## config.mk

```make
export PLATFORM = sky130hd
export DESIGN_NAME = piso_shift_tx
export DESIGN_NICKNAME = d
export VERILOG_FILES = /design/src/rtl/piso_tx_pkg.sv /design/src/rtl/piso_bit_cnt.sv /design/src/rtl/piso_shift_tx.sv
export SDC_FILE = /design/constraint.sdc
export NUM_CORES = 1
export LEC_CHECK = 0
export ABC_CLOCK_PERIOD_IN_PS = 2700
export CAP_MARGIN = 20
export CORE_MARGIN = 4
export CORE_UTILIZATION = 40
export CTS_CLUSTER_SIZE = 30
export DETAILED_ROUTE_END_ITERATION = 7
export PLACE_DENSITY = 0.66
export SKIP_LAST_GASP = 1
export SLEW_MARGIN = 20
export SYNTH_ARGS = -nofsm -noshare
export SYNTH_HDL_FRONTEND = slang
export SYNTH_SLANG_ARGS = --single-unit
```

## constraint.sdc

```tcl
create_clock -name clk -period 2.7 [get_ports clk]
set_input_delay 0.405 -clock clk [delete_from_list [all_inputs] [get_ports clk]]
set_output_delay 0.405 -clock clk [all_outputs]
set_load 0.02 [all_outputs]
```

## src/rtl/piso_tx_pkg.sv

```systemverilog
// Package piso_tx_pkg
//   Shared types and sizing helpers for the parallel-in/serial-out transmitter.
//   - state_t   : transmitter FSM states (IDLE, SHIFT)
//   - nbits_f   : number of bits sent per word (W, or W+1 with parity)
//   - cnt_w_f   : bit counter width, $clog2(W+1)
//   Optional feature macro: PISO_TX_PARITY_EN (appends one even-parity bit).
package piso_tx_pkg;

  typedef enum logic [0:0] {
    IDLE  = 1'b0,
    SHIFT = 1'b1
  } state_t;

  // Bits sent per word; the parity build adds one trailing bit.
  function automatic int nbits_f(input int w);
`ifdef PISO_TX_PARITY_EN
    return w + 1;
`else
    return w;
`endif
  endfunction

  // Counter width wide enough to hold W (index of the parity bit).
  function automatic int cnt_w_f(input int w);
    return $clog2(w + 1);
  endfunction

endpackage

```

## src/rtl/piso_bit_cnt.sv

```systemverilog
// Module piso_bit_cnt
//   Bit position counter for the serial transmitter.
//   Ports:
//     clk  in   clock, rising edge
//     rst  in   synchronous active-high reset (counter to 0)
//     clr  in   synchronous clear to 0 (priority over en)
//     en   in   increment by one
//     cnt  out  current bit index
//     tc   out  terminal count flag, high when cnt == NBITS-1
module piso_bit_cnt #(
  parameter int NBITS = 8,
  parameter int CW    = 4
) (
  input  logic          clk,
  input  logic          rst,
  input  logic          clr,
  input  logic          en,
  output logic [CW-1:0] cnt,
  output logic          tc
);

  localparam logic [CW-1:0] TC_VAL  = CW'(NBITS - 1);
  localparam logic [CW-1:0] ONE_VAL = CW'(1);

  logic [CW-1:0] cnt_r;

  // Counter register: clear wins over increment, otherwise hold.
  always_ff @(posedge clk) begin
    if (rst) begin
      cnt_r <= '0;
    end else if (clr) begin
      cnt_r <= '0;
    end else if (en) begin
      cnt_r <= cnt_r + ONE_VAL;
    end else begin
      cnt_r <= cnt_r;
    end
  end

  assign cnt = cnt_r;
  assign tc  = (cnt_r == TC_VAL);

endmodule

```

## src/rtl/piso_shift_tx.sv

```systemverilog
// Module piso_shift_tx
//   Parallel-in/serial-out transmitter feeding a downstream SIPO chain that is
//   clocked by the same shift_en tick. A word is taken over a valid/ready
//   handshake while idle and then shifted out one bit per tick.
//   Ports:
//     clk         in   clock, all state on rising edge
//     rst         in   synchronous active-high reset, overrides everything
//     load_valid  in   load_data is offered
//     load_ready  out  high only while idle
//     load_data   in   W-bit word, sampled on load_valid & load_ready
//     shift_en    in   bit-rate tick, advances one bit while shifting
//     sout        out  serial data (0 when idle)
//     busy        out  high while shifting
//     done        out  one-cycle pulse after the last bit is consumed
//   Parameters: W (word width, >= 2), MSB_FIRST (1: bit W-1 first).
//   Optional feature macro: PISO_TX_PARITY_EN -- sends an even-parity bit
//   after the W data bits; done then follows the parity bit.
module piso_shift_tx
  import piso_tx_pkg::*;
#(
  parameter int W         = 8,
  parameter int MSB_FIRST = 1
) (
  input  logic         clk,
  input  logic         rst,
  input  logic         load_valid,
  output logic         load_ready,
  input  logic [W-1:0] load_data,
  input  logic         shift_en,
  output logic         sout,
  output logic         busy,
  output logic         done
);

  localparam int NBITS = nbits_f(W);
  localparam int CW    = cnt_w_f(W);

  // Even parity of a captured word.
  function automatic logic even_parity_f(input logic [W-1:0] d);
    return ^d;
  endfunction

  state_t        state_r;
  state_t        state_nxt_s;
  logic [W-1:0]  shreg_r;
  logic [W-1:0]  shifted_s;
  logic          done_r;
  logic          done_nxt_s;
  logic          load_s;
  logic          shift_s;
  logic          cnt_clr_s;
  logic          cnt_en_s;
  logic [CW-1:0] cnt_s;
  logic          tc_s;
  logic          out_bit_s;
  logic          sout_s;

  // Only the handshake can start a word; load_valid while shifting is ignored.
  assign load_s = load_valid && (state_r == IDLE);

  // Move the register toward the output end with zero fill.
  assign shifted_s = (MSB_FIRST != 0) ? {shreg_r[W-2:0], 1'b0}
                                      : {1'b0, shreg_r[W-1:1]};
  assign out_bit_s = (MSB_FIRST != 0) ? shreg_r[W-1] : shreg_r[0];

  piso_bit_cnt #(
    .NBITS (NBITS),
    .CW    (CW)
  ) u_bit_cnt (
    .clk (clk),
    .rst (rst),
    .clr (cnt_clr_s),
    .en  (cnt_en_s),
    .cnt (cnt_s),
    .tc  (tc_s)
  );

  // Next-state and control decode; a tick arriving with a load in IDLE is dropped.
  always_comb begin
    state_nxt_s = state_r;
    done_nxt_s  = 1'b0;
    cnt_clr_s   = 1'b0;
    cnt_en_s    = 1'b0;
    shift_s     = 1'b0;
    case (state_r)
      IDLE: begin
        if (load_s) begin
          state_nxt_s = SHIFT;
          cnt_clr_s   = 1'b1;
        end else begin
          state_nxt_s = IDLE;
        end
      end
      SHIFT: begin
        if (shift_en) begin
          if (tc_s) begin
            state_nxt_s = IDLE;
            done_nxt_s  = 1'b1;
          end else begin
            cnt_en_s = 1'b1;
            shift_s  = 1'b1;
          end
        end else begin
          state_nxt_s = SHIFT;
        end
      end
      default: begin
        state_nxt_s = IDLE;
      end
    endcase
  end

  // State, shift register and done pulse registers.
  always_ff @(posedge clk) begin
    if (rst) begin
      state_r <= IDLE;
      shreg_r <= '0;
      done_r  <= 1'b0;
    end else begin
      state_r <= state_nxt_s;
      done_r  <= done_nxt_s;
      if (load_s) begin
        shreg_r <= load_data;
      end else if (shift_s) begin
        shreg_r <= shifted_s;
      end else begin
        shreg_r <= shreg_r;
      end
    end
  end

`ifdef PISO_TX_PARITY_EN
  localparam logic [CW-1:0] PAR_IDX = CW'(W);
  logic par_r;

  // Parity is frozen at transfer time so it survives the data shifting out.
  always_ff @(posedge clk) begin
    if (rst) begin
      par_r <= 1'b0;
    end else if (load_s) begin
      par_r <= even_parity_f(load_data);
    end else begin
      par_r <= par_r;
    end
  end

  // Serial output decode: parity slot follows the last data bit.
  always_comb begin
    sout_s = 1'b0;
    if (state_r == SHIFT) begin
      if (cnt_s == PAR_IDX) begin
        sout_s = par_r;
      end else begin
        sout_s = out_bit_s;
      end
    end else begin
      sout_s = 1'b0;
    end
  end
`else
  // Serial output decode from registers only.
  always_comb begin
    sout_s = 1'b0;
    if (state_r == SHIFT) begin
      sout_s = out_bit_s;
    end else begin
      sout_s = 1'b0;
    end
  end
`endif

  assign sout       = sout_s;
  assign busy       = (state_r == SHIFT);
  assign load_ready = (state_r == IDLE);
  assign done       = done_r;

endmodule

```

==> reports/results.txt <==
die area: 2290 µm²
WL/cell: 13.6 µm
aggregate global routing overflow: 0
Slew Viols, Final: 0
share of layout cells above drive strength 1: 0.0562
Clk pin slew, worst setup/hold paths: 0.10 ns
Async SR Flop Fraction: 0
GP Congestion: 0.848
die span in y: 47.9 µm
# port buffers: 15
Post-Syn Nets: 89
vias in the first global route: 508
core footprint: 1510 µm²
vias: 617
WP data required: 2.30 ns
fmax: 527 MHz
cell taking the most area after synthesis: dfxtp_1
Initial Util: 0.423
maximum VDD drop: 0.000277 V
Filler cells: 137
initial antenna violation count: 0
min-delay worst type: flip-flop to flip-flop
hold path cells: 2
ys flop type: dfxtp_1
Syn-to-layout area delta: 27.7%
Antenna diodes: 0
placed insts: 101
Synth Warn #: 0
Power, Total: 0.000436 W
CTS root buf: clkbuf_4
critical path arrival: 1.49 ns
critical-path cell list: and2_1 > clkdlybuf4s50_1
Buf/Inv on CP: 1
first-pass GRT wire length: 2300 µm
status: complete, no violations
most frequent cells in the layout: 15 x clkdlybuf4s50_1, 14 x dfxtp_1, 10 x nand3_1, 10 x o21ai_0, 8 x nor2_1
Ports: 16
Cell variety after synth: 23
Worst-Margin Slew: 0.536 ns
cell family with most CP delay: buffers and inverters
worst skew pair latency: 0.29 ns
remaining antenna violation count: 0
RSZ-0062 raised after global routing: false
startpoint types: flip-flop
Synth top area share: 0.440
Max-cap violations: 0
total detailed-routing wirelength: 1420 µm
slowest stage delay, CP: 0.60 ns
Post-CTS Setup Inserts: 0
most common cell after layout, fill and taps aside: clkdlybuf4s50_1
die width: 47.9 µm
Sink Count: 14
Power Density: 536 nW/µm²
Seq/Total Area, Yosys: 0.440
Reg2Reg Depth: 4
Rows: 14
CP max-delay cell: clkdlybuf4s50_1
Worst Skew: 0.0135 ns
Hold Fails Final Rpt: 0
hpwl dp: 936 µm
maximum level of the CTS H-tree: 1
CP Class: flip-flop to output pin
Finished Layout Cells: 105
number of synthesized register bits: 14
synth top area cells: dfxtp_1 44%, a311oi_1 9.6%, nand3_1 7.9%, o21ai_0 7.9%, nor2_1 4.7%
vias per cell: 5.88
leak pwr: 0.277 nW
WP depth: 2
EDFF count, synth: 0
largest net degree at the start of global routing: 17
Synth Instances: 76
Iteration-0 DRC Markers: 23
Hold Buf Count CTS: 0
Slew headroom: 0.643
critical-path maximum fanout: 7
Final nets: 103
CTS Buf Count: 3
Final min period: 1.90 ns
Total Routing Usage GR: 0.148
maximum clock path buffer count: 2
final setup violation count: 0
post-route setup TNS: 0 ns
Critical Path End Type: output pin
Mapped Area: 637 µm²
Syn Area/Cell: 8.38 µm²
drt pass-1 iters: 4
CTS tree: built
post_cts resized: 0
drt drc: 0
Final Cycle Share: 0.703
-- sequential cells by signal (all words and copies together) (netlist names) --
signal,cells
busy,1
done,1
shreg_r,8
u_bit_cnt.cnt,4
-- routing by layer --
metal / track usage / wire length [µm] / vias up
li1: - / - / 308
met1: 0.191 / 649 / 284
met2: 0.206 / 635 / 23
met3: 0.0714 / 123 / 2
met4: 0.0645 / 16 / 0
met5: 0 / 0 / -
-- cell usage after synthesis (all sizes together) (2+ instances only) --
cell,number
dfxtp,14
nand3,10
o21ai,10
nor2,8
a311oi,7
a21oi,5
buf,3
clkbuf,3
and2,2
nand2b,2
nor3,2
-- metrics by stage --
| stage | setup WS [ns] | instance area, µm² | util | hold slack [ns] |
|---|---|---|---|---|
| 5_1_grt | 0.714 | 813 | 0.540 | 0.534 |
| 2_1_floorplan | 1.34 | 637 | - | 0.466 |
| 4_1_cts | 0.785 | 813 | 0.540 | 0.494 |
| 3_3_place_gp | 0.875 | 777 | 0.516 | 0.480 |
| 6_report | 0.801 | 813 | 0.540 | 0.495 |
| 3_5_place_dp | 0.872 | 777 | 0.516 | 0.482 |
-- area by class of cell --
class	count	area (µm²)	share of cell area
clock buffer	4	36.3	0.0446
inverter	1	3.75	0.00462
multi-input combinational	55	323	0.397
sequential	14	280	0.345
tap	16	20.0	0.0246
timing repair buffer	15	150	0.185
-- logic make-up (layout without fill, tap and decap cells) --
kind of cell,count (synthesis),in the layout,synth area share
and+or+nand+nor,30,30,0.251
AOI/OAI and AO/OA,24,24,0.236
DFF,14,14,0.440
buffers and inverters,7,20,0.0530
adders and majority gates,1,1,0.0196
-- worst paths after layout --
| kind | startpoint | end | slack (ns) |
|---|---|---|---|
| worst max register to register | u_bit_cnt.cnt[0]$_SDFFE_PP0P_ | u_bit_cnt.cnt[3]$_SDFFE_PP0P_ | 1.08 |
| worst min register to register | shreg_r[6]$_SDFFE_PP0P_ | shreg_r[7]$_SDFFE_PP0P_ | 0.50 |
| worst min-delay path | shreg_r[6]$_SDFFE_PP0P_ | shreg_r[7]$_SDFFE_PP0P_ | 0.50 |
| worst max-delay path | busy$_SDFF_PP0_ | sout | 0.80 |
-- where the power goes --
part | total (W) | switching [W] | internal [W]
Clock | 0.000155 | 0.0000726 | 0.0000821
Sequential | 0.000224 | 0.00000646 | 0.000218
Combinational | 0.0000572 | 0.0000271 | 0.0000301
Total | 0.000436 | 0.000106 | 0.000330
-- tightest hold or removal path, delay by kind of cell, from the launching register on --
kind,cells,cell delay (ns)
DFF,1,0.32
AOI/OAI and AO/OA,1,0.08
and+or+nand+nor,1,0.06
No activity file was read; power rests on OpenSTA's default activity.
